## src/rtl/spi_main.sv

```systemverilog
// SPI controller: frames a 2-bit key-size code plus a 128/192/256-bit payload on sdi,
// captures a 128-bit response from sdo, and ends every frame with one sclk pulse while cs is high.
`default_nettype none

module spi_main #(
  parameter int CLK_DIV = 4
) (
  input  logic         clk,
  input  logic         rst_n,
  input  logic         start,
  input  logic [1:0]   mode,
  input  logic [0:255] payload,
  output logic [0:127] rx_data,
  output logic         busy,
  output logic         done,
  output logic         err,
  output logic         cs,
  output logic         sclk,
  output logic         sdi,
  input  logic         sdo
);

  if (CLK_DIV < 2) begin : g_bad_clk_div
    $error("spi_main: CLK_DIV must be at least 2");
  end

  localparam int              DIV_W    = (CLK_DIV < 2) ? 1 : $clog2(CLK_DIV);
  localparam logic [DIV_W-1:0] DIV_LAST = DIV_W'(CLK_DIV - 1);

  localparam logic [2:0] S_IDLE    = 3'd0;
  localparam logic [2:0] S_SETUP   = 3'd1;
  localparam logic [2:0] S_HIGH    = 3'd2;
  localparam logic [2:0] S_LOW     = 3'd3;
  localparam logic [2:0] S_FLUSH_H = 3'd4;
  localparam logic [2:0] S_FLUSH_L = 3'd5;

  logic [2:0]       state_q, state_d;
  logic [DIV_W-1:0] div_q, div_d;
  logic [8:0]       bit_q, bit_d;
  logic [1:0]       mode_q, mode_d;
  logic [256:0]     tx_q, tx_d;
  logic [0:127]     rx_q, rx_d;
  logic             busy_q, busy_d;
  logic             done_q, done_d;
  logic             err_q, err_d;
  logic             cs_q, cs_d;
  logic             sclk_q, sclk_d;
  logic             sdi_q, sdi_d;

  logic [8:0] n_bits;
  logic [8:0] bit_inc;

  always_comb begin
    case (mode_q)
      2'b00:   n_bits = 9'd130;
      2'b01:   n_bits = 9'd194;
      default: n_bits = 9'd258;
    endcase
  end

  assign bit_inc = bit_q + 9'd1;

  always_comb begin
    state_d = state_q;
    div_d   = div_q;
    bit_d   = bit_q;
    mode_d  = mode_q;
    tx_d    = tx_q;
    rx_d    = rx_q;
    busy_d  = busy_q;
    done_d  = 1'b0;
    err_d   = 1'b0;
    cs_d    = cs_q;
    sclk_d  = sclk_q;
    sdi_d   = sdi_q;

    if (state_q == S_IDLE) begin
      div_d = '0;
      if (start) begin
        if (mode == 2'b11) begin
          err_d = 1'b1;
        end else begin
          mode_d  = mode;
          sdi_d   = mode[1];
          tx_d    = {mode[0], payload};
          rx_d    = '0;
          bit_d   = '0;
          busy_d  = 1'b1;
          cs_d    = 1'b0;
          state_d = S_SETUP;
        end
      end
    end else if (div_q != DIV_LAST) begin
      div_d = div_q + DIV_W'(1);
    end else begin
      div_d = '0;
      case (state_q)
        S_SETUP: begin
          state_d = S_HIGH;
          sclk_d  = 1'b1;
        end
        S_HIGH: begin
          state_d = S_LOW;
          sclk_d  = 1'b0;
          bit_d   = bit_inc;
          if (bit_q < 9'd128) rx_d[bit_q[6:0]] = sdo;
          // cs releases on the last falling edge so it never moves together with a rising sclk
          if (bit_inc == n_bits) begin
            sdi_d = 1'b0;
            cs_d  = 1'b1;
          end else begin
            sdi_d = tx_q[256];
            tx_d  = {tx_q[255:0], 1'b0};
          end
        end
        S_LOW: begin
          state_d = (bit_q == n_bits) ? S_FLUSH_H : S_HIGH;
          sclk_d  = 1'b1;
        end
        S_FLUSH_H: begin
          state_d = S_FLUSH_L;
          sclk_d  = 1'b0;
        end
        S_FLUSH_L: begin
          state_d = S_IDLE;
          done_d  = 1'b1;
          busy_d  = 1'b0;
        end
        default: state_d = S_IDLE;
      endcase
    end
  end

  always_ff @(posedge clk or negedge rst_n) begin
    if (!rst_n) begin
      state_q <= S_IDLE;
      div_q   <= '0;
      bit_q   <= '0;
      mode_q  <= '0;
      tx_q    <= '0;
      rx_q    <= '0;
      busy_q  <= 1'b0;
      done_q  <= 1'b0;
      err_q   <= 1'b0;
      cs_q    <= 1'b1;
      sclk_q  <= 1'b0;
      sdi_q   <= 1'b0;
    end else begin
      state_q <= state_d;
      div_q   <= div_d;
      bit_q   <= bit_d;
      mode_q  <= mode_d;
      tx_q    <= tx_d;
      rx_q    <= rx_d;
      busy_q  <= busy_d;
      done_q  <= done_d;
      err_q   <= err_d;
      cs_q    <= cs_d;
      sclk_q  <= sclk_d;
      sdi_q   <= sdi_d;
    end
  end

  assign rx_data = rx_q;
  assign busy    = busy_q;
  assign done    = done_q;
  assign err     = err_q;
  assign cs      = cs_q;
  assign sclk    = sclk_q;
  assign sdi     = sdi_q;

endmodule

`default_nettype wire

```

## config.mk

```make
export PLATFORM = sky130hd
export DESIGN_NAME = spi_main
export DESIGN_NICKNAME = d
export VERILOG_FILES = /design/src/rtl/spi_main.sv
export SDC_FILE = /design/constraint.sdc
export NUM_CORES = 1
export LEC_CHECK = 0
export BUFFER_PORTS_ARGS = -buffer_cell sky130_fd_sc_hd__buf_2
export CORE_ASPECT_RATIO = 1.2
export CORE_MARGIN = 2
export CORE_UTILIZATION = 30
export CTS_BUF_LIST = sky130_fd_sc_hd__clkbuf_8
export DETAILED_ROUTE_END_ITERATION = 8
export GPL_TIMING_DRIVEN = 0
export PLACE_DENSITY = 0.55
export SYNTH_ARGS = -nofsm -noshare
export SYNTH_HDL_FRONTEND = slang
export SYNTH_SLANG_ARGS = --single-unit
```

## constraint.sdc

```tcl
create_clock -name clk -period 3.55 [get_ports clk]
set_input_delay 0.5325 -clock clk [delete_from_list [all_inputs] [get_ports clk]]
set_output_delay 0.5325 -clock clk [all_outputs]
set_load 0.01 [all_outputs]
```

### Yosys cells after proc, flatten, opt, wreduce, memory -nomap -nowiden

Index checks and enable logic that the tools add are counted.

| cells by class | value |
|---|---|
| add/sub/neg operators | 2 |
| magnitude comparators | 3 |
| equal/unequal tests | 14 |
| multiplexer cells | 53 |
| bitwise logic cells | 4 |
| reduce and logical (&&, ||, !) cells | 18 |

Operator list:

| kind | count |
|---|---|
| $mux 257 | 6 |
| $mux 128 | 6 |
| $bwmux 128 | 1 |
| $mux 9 | 5 |
| $mux 1 | 24 |
| $eq 9x9->1 | 2 |
| $pmux 9 s2 | 1 |
| $mux 3 | 5 |
| $reduce_and 5->1 | 3 |
| $pmux 3 s4 | 1 |
| $ne 2x2->1 const B | 5 |
| $reduce_bool 2->1 | 5 |
| $add 9x1->9 const B | 1 |
| $lt 9x8->1 const B | 1 |
| $reduce_and 3->1 | 3 |
| $ge 8x8->1 const B | 1 |
| $lt 8x1->1 const B | 1 |
| $not 7->8 | 1 |
| $reduce_and 4->1 | 2 |
| $demux 1 s7 | 1 |
| $eq 3x2->1 const B | 2 |
| $eq 3x3->1 const B | 2 |
| $mux 2 | 2 |
| $reduce_or 2->1 | 2 |
| 9 further kinds | 11 |

| storage, ports and cells | value |
|---|---|
| register bits after elaboration | 407 |
| output and inout bits | 134 |

### Logic depth before layout (Yosys ltp)

Gate-level depths: netlist of run 1.

| logic depth | value |
|---|---|
| word-level depth | 10 |
| depth in mapped cells | 10 |
| gate-level depth less buffers | 7 |

### Worst setup path before layout of run 1

OpenSTA, ideal clock, no wires.

| timing | value |
|---|---|
| path type | register -> register |
| from | register bit_q[0] |
| to | register tx_q[10] |
| arrival time | 2.325 ns |
| setup slack | 1.097 ns |
| cell stages (with the launch flop) | 11 |
| period minus slack after synthesis | 2.453 ns |
| path through | dfrtp_1 -> ha_1 -> and2_1 -> clkbuf_1 -> a21boi_0 -> o21ai_0 -> a211oi_2 -> a31oi_1 -> buf_2 -> buf_2 -> mux2_1 |

| between the ends | value |
|---|---|
| longest elaborated chain between the ends | 4 |

Ends and longest elaborated chain:

| element | RTL line | text |
|---|---|---|
| start: declaration | 39 | `logic [8:0] bit_q, bit_d;` |
| start signal: assignment | 151 | `bit_q <= bit_d;` |
| $add 9x1->9 | 61 | `assign bit_inc = bit_q + 9'd1;` |
| $eq 9x9->1 | 108 | `if (bit_inc == n_bits) begin` |
| $ne 2x2->1 (no line) | -- |  |
| $reduce_and 5->1 (no line) | -- |  |
| end signal: assignment | 153 | `tx_q <= tx_d;` |
| end: declaration | 41 | `logic [256:0] tx_q, tx_d;` |

Every way passes these cells.
A chain may end at the register's enable or synchronous reset.

### Worst setup path after layout of run 1

| timing | value |
|---|---|
| from | register bit_q[1] |
| to | register rx_q (netlist bit rx_data[26]) |

| between the ends | value |
|---|---|
| longest elaborated chain between the ends | 10 |
| elaborated cells on any way between the ends | 14 |
| those cells by class | order compare: 3; mux: 7; bitwise: 1; reduce/logical: 3 |

Ends and longest elaborated chain:

| element | RTL line | text |
|---|---|---|
| $not 7->8 (implied by the code) | 106 | `if (bit_q < 9'd128) rx_d[bit_q[6:0]] = sdo;` |
| $ge 8x8->1 (implied by the code) / $lt 8x1->1 (equally long branches) | 106 |  |
| $logic_and 1x1->1 (implied by the code) | 106 |  |
| $mux 1 (implied by the code) | 106 |  |
| $demux 1 s7 | 106 |  |
| $bwmux 128 | 106 |  |
| $mux 128 | 106 |  |
| $mux 128 | 97 | `case (state_q)` |
| $mux 128 | 93 | `end else if (div_q != DIV_LAST) begin` |
| $mux 128 | 77 | `if (state_q == S_IDLE) begin` |
| end signal: assignment | 154 | `rx_q <= rx_d;` |
| end: declaration | 42 | `logic [0:127] rx_q, rx_d;` |

Parallel ways exist; a longest one is shown, timed or not. The select of a mux whose other input is x is not followed.

==> results of run 1 <==
## state kept, by name (all words and copies together), names as in the netlist, 2 cells and up
name	count
bit_q	9
mode_q	2
tx_q	257
div_q	2
rx_data	128
state_q	3
## kinds of logic after synthesis
kind of cell	Yosys count	share of synthesized area
buf+inv	134	0.03248
flops	407	0.5215
fa+ha+maj	4	0.002562
simple gates	125	0.03357
compound gates	429	0.1133
xor+xnor	2	0.0008970
mux	513	0.2958
## per-stage QoR
step / hold slack, ns / total power, mW / std cells
2_1_floorplan: 0.2369 / 4.739 / 1614
3_3_place_gp: 0.4272 / 4.979 / 2840
3_5_place_dp: 0.3393 / 5.001 / 2844
4_1_cts: 0.1075 / 9.614 / 2974
5_1_grt: 0.1564 / 9.870 / 2981
6_report: 0.1915 / 9.417 / 2984
## worst max-delay path by stage
stage | slack [ns] | from | depth (start not counted) | end
after floorplan | 1.10 | bit_q[0] | 10 | tx_q[10]
after global placement | -6.33 | rst_n | 1 | rx_data[53]
final | 0.16 | bit_q[1] | 6 | rx_data[26]
after global routing | 0.02 | bit_q[1] | 6 | rx_data[10]
after CTS | 0.12 | bit_q[0] | 6 | rx_data[9]
after detailed placement | -0.09 | state_q[0] | 7 | tx_q[253]
## power groups by stage
stage	sequential, mW	combinational (mW)	clock [mW]
after CTS	4.65	0.274	4.69
final	4.65	0.262	4.51
after detailed placement	4.73	0.272	0
after global routing	4.64	0.298	4.93
after floorplan	4.73	0.00666	0
after global placement	4.73	0.247	0
## metal layers
metal,routed length [microns],up-vias
li1,-,6842
met3,4849,148
met5,140,-
met4,1881,22
met2,28880,538
met1,23890,7502
## repair_timing
action                                  4_1_cts  5_1_grt
hold endpoints to repair                     27        0
hold buffers                                  1        0
endpoints found under the setup margin      100       31
gates resized for setup                       2        3
setup buffers                                 0        0
cloned                                        0        0
## cell type report
type / count / share of cell area
sequential: 407 / 0.4209
multi-input combinational: 1073 / 0.3608
timing repair buffer: 400 / 0.08717
clock buffer: 90 / 0.05119
tap: 832 / 0.04302
buffer: 130 / 0.02570
clock inverter: 39 / 0.009617
antenna: 9 / 0.0009307
inverter: 4 / 0.0006204
## placed cells by master, fill, tap and decap left out, types with 14 or more instances in the layout
master,instances
clkbuf_1,86
buf_2,414
dfrtp_1,406
nand4_1,14
inv_1,29
o21ai_0,244
mux2_2,257
a21oi_1,132
nor2_1,24
mux2_1,256
o21ai_1,34
clkbuf_8,90
nand2_1,30
==> metrics, run 1 <==
status finished clean; Switch Pwr 2.214 mW; vias in the first global route 16,100; H-tree levels 3; Cell Area, Placed 22,670 sq um; Synth Area per Inst 12.10 sq um; leakage power 12.34 nW; number of max-cap violations 0; GR Util met3 0.05467; Worst Skew 0.04314 ns; Post-DP HPWL 43,460 microns; Max transition margin 0.02459; CP Launch Type flip-flop; crit path capture type flip-flop; commonest cells in the netlist dfrtp_1, mux2_2, mux2_1, o21ai_0, a21oi_1; router iterations before antenna repair 5; number of flops mapped to enable cells by yosys 0; max frequency 0.2950 GHz; Final #Nets 2,356; top cell type's share of synthesized area 0.5201; total vias in the final route 15,050; hold crit path type input port to flip-flop; Synth Flop Type dfrtp_1; share of cells above drive strength 1 0.3780; Overall Global Routing Usage 0.1768; CP required 4.09 ns; R2R Setup Slk ~0.16 ns; dominant cell type by area after synthesis dfrtp_1; FF/Latch Area 10,190 sq um; drt wl/cell 19.98 microns; Top delay family on crit path simple AND/OR/NAND/NOR gates; Worst Tran Pin Value 1.452 ns; Logic pwr share 0.028; largest net degree at the start of global routing 125; final worst path period need 3.390 ns; ys async rst share 1.000; RR Startpoint bit_q[1]; initial antenna violation count 24; RR Endpoint rx_data[26]; gr ovfl total 0; fin. max-slew vios 0; Int Power 7.203 mW; crit path buf inv count 3; setup tns final 0 ns; dpl ws -0.08565 ns; die height 283.5 microns; met1 usage 0.2121; first-pass GRT wire length 93,010 microns; post-synthesis net count 1,880; Synth Register Bits 407; most frequent cell after synthesis dfrtp_1; IO Port Bufs 394; die span in x 236.9 microns; Setup-failing EPs final 0; fillers 6,400; DRC 0; GP Congestion 0.8283; CP Cell Sequence buf_2 -> inv_1 -> nor3_1 -> nand4_1 -> clkbuf_1 -> o21ai_0; Post-Syn Area 19,530 sq um; Seq/Total Area, Yosys 0.5215; fin util 0.3755; VDD IR max 0.3100 mV; clock tree root driver cell clkbuf_8; clock share of power 0.479; CTS tree done; antenna viol nets, final 0; busiest grt layer met2; R2R depth 6; cells after synthesis 1,614; fin area ~24,000 sq um; Yosys warnings 0; Area Overhead vs Synth 23.89%; sequential power share 0.494; Routed WL about 60,000 microns; Row Count slightly above 100; total CTS buffers 74; RSZ-0062 raised after global routing false; Synth cell types 48; clock-pin slew of the registers on the worst-case setup and hold paths 0.07 ns; num ports around 400; min-delay src mode[1]; max incr delay on CP around 1.2 ns; Sink Count 407; drt first-iter violations 845; vias per cell 5.044; area of the multi-input gates a little under 9000 sq um; Hold Path Depth 2; Tcrit/Tclk final 0.9550; Area contributors post-synth dfrtp_1, mux2_2, mux2_1, o21ai_0, a21oi_1; CP arrival 3.93 ns; crit-path max FO 10; Min-Delay Endpoint mode_q[1]; total die area around 67,000 sq um; CP Class flip-flop to flip-flop; buffer depth of the longest clock path 3; Placeable Area 64,450 sq um; sw frac 0.2351; pwr/cell area between 300 and 400 nW/um^2; Fin. Hold Viols 0; Skew-Pair Late Insertion Delay 0.66 ns; fin worst setup slack 0.1597 ns; Initial Util 0.3031; CP max-delay cell nor3_1; GRT met2 Usage 0.2960
No activity file was read; power rests on OpenSTA's default activity.
==> inputs of run 2 (changes only) <==
Clock period 3.55 ns to 3.52 ns, I/O delays scaled along.
==> run 2 against run 1 <==
Hold slack worse by 0.0046 ns. Worst setup slack worse by 0.010 ns. Sequential power is 0.9% higher. First-iteration DRC count is 0.71% lower. Power is 0.88% higher. Largest power group unchanged.
==> metrics, run 2 (synthesis gave the netlist of run 1 again) <==
Setup-failing EPs final 0; Tcrit/Tclk final 0.9575; Hold Path Depth 2; Routed WL around 60,000 microns; status finished clean; leakage power 12.34 nW; total CTS buffers 74; CP Class flip-flop to flip-flop; Placeable Area between 60,000 and 70,000 sq um; Sink Count approximately 400; Max transition margin 0.08673; CTS tree done; DRC 0; Skew-Pair Late Insertion Delay 0.66 ns; Largest Register tx_q; share of cells above drive strength 1 0.3784; antenna viol nets, final 0; CP Launch Type flip-flop; initial antenna violation count 24; Non-Filler Instances a little under 3,000; dpl ws -0.1156 ns; IO Port Bufs 394; Overall Global Routing Usage 0.1768; R2R depth 9; commonest non-fill, non-tap cell in the layout buf_2; number of flip-flops in the largest register 257; Final #Nets 2,356; Post-DP HPWL ~43,000 microns; Worst Tran Pin Value 1.359 ns; pwr/cell area 392.5 nW/um^2; die height around 280 microns; RR Endpoint rx_data[9]; Min-Delay Endpoint mode_q[1]; crit path capture type flip-flop; vias per cell around 5.0; R2R Setup Slk 0.15 ns; Fin. Hold Viols 0; Initial Util 0.3031; Area Overhead vs Synth 23.92%; post-route total power 9.500 mW; vias in the first global route 16,100; DP Cell Count ~2,800; hold crit path type input port to flip-flop; num ports 396; buffer depth of the longest clock path 3; die span in x 236.9 microns; drt first-iter violations 839; RSZ-0062 raised after global routing false; first-pass GRT wire length 93,010 microns; final worst path period need ~3.4 ns; crit-path max FO 10; largest net degree at the start of global routing 125; fin worst setup slack 0.1496 ns; Worst Skew 0.04086 ns; clock-pin slew of the registers on the worst-case setup and hold paths 0.07 ns; RR Startpoint state_q[0]; fin. max-slew vios 0; total die area approximately 67,000 sq um; most frequent cells in the layout buf_2, dfrtp_1, mux2_2; clock tree root driver cell clkbuf_8; CP required 4.04 ns; min-delay src mode[1]; Row Count 102; GP Congestion a little over 0.8; total vias in the final route 15,020; max frequency 0.2967 GHz; router iterations before antenna repair 5; CP arrival 3.89 ns; drt wl/cell 20.00 microns; VDD IR max 0.3127 mV; H-tree levels 3; gr ovfl total 0; number of max-cap violations 0
run 2: worst max-delay path, cell delays in order (launching register included):
cell	delay (ns)
dfrtp_1	0.36
buf_2	0.18
nor3_2	0.28
nand3_2	0.28
a211oi_2	0.46
and2_1	0.22
buf_2	0.22
nand4_1	0.52
clkbuf_2	0.46
o21ai_0	0.26
run 2: how the worst max path moves through the flow:
stage          startpoint     endpoint  slack (ns)  cells past startpoint
2_1_floorplan    bit_q[0]     tx_q[10]        1.07                     10
3_5_place_dp   state_q[0]    tx_q[253]       -0.12                      7
4_1_cts          bit_q[0]   rx_data[9]        0.09                      6
3_3_place_gp        rst_n  rx_data[53]       -6.35                      1
6_report       state_q[0]   rx_data[9]        0.15                      9
5_1_grt        state_q[0]   rx_data[2]        0.01                      8
run 2: layer usage:
| metal | global-route usage | wire length (microns) | vias to the layer above |
|---|---|---|---|
| met5 | 0 | 140 | - |
| met4 | 0.06804 | 1893 | 22 |
| met3 | 0.05467 | 4877 | 149 |
| met2 | 0.2960 | 28890 | 547 |
| met1 | 0.2121 | 23870 | 7460 |
| li1 | - | - | 6843 |
run 2: report_power, final:
group          internal [mW]  switching (mW)
sequential              4.68         0.00255
combinational          0.120           0.145
clock                   2.46            2.09
total                   7.26            2.24
run 2: final cells by class:
cell class                      instances  area (sq um)
Clock buffer                           90          1239
Sequential cell                       407         10190
Timing Repair Buffer                  400          2110
Fill cell                            6400         40240
Buffer                                130         621.8
Clock inverter                         39         232.7
Inverter                                4         15.01
Tap cell                              832          1041
Multi-Input combinational cell       1073          8737
Antenna cell                            9         22.52
run 2: metrics by stage:
step                      TNS (ns)  utilization  cell area, sq um  hold slack [ns]
after global placement    -2547.35       0.3498             22550           0.4272
after detailed placement    -4.080       0.3517             22670           0.3348
after CTS                        0       0.3748             24150           0.1030
after floorplan                  0            -             19530           0.2324
final                            0       0.3756             24200           0.1869
after global routing             0       0.3754             24200           0.1519
run 2: what timing repair did:
item	4_1_cts	5_1_grt
hold buffers	1	0
setup endpoints to repair	151	71
cloned	0	0
endpoints found under the hold margin	28	0
setup buffers	0	0
gates resized for setup	2	4
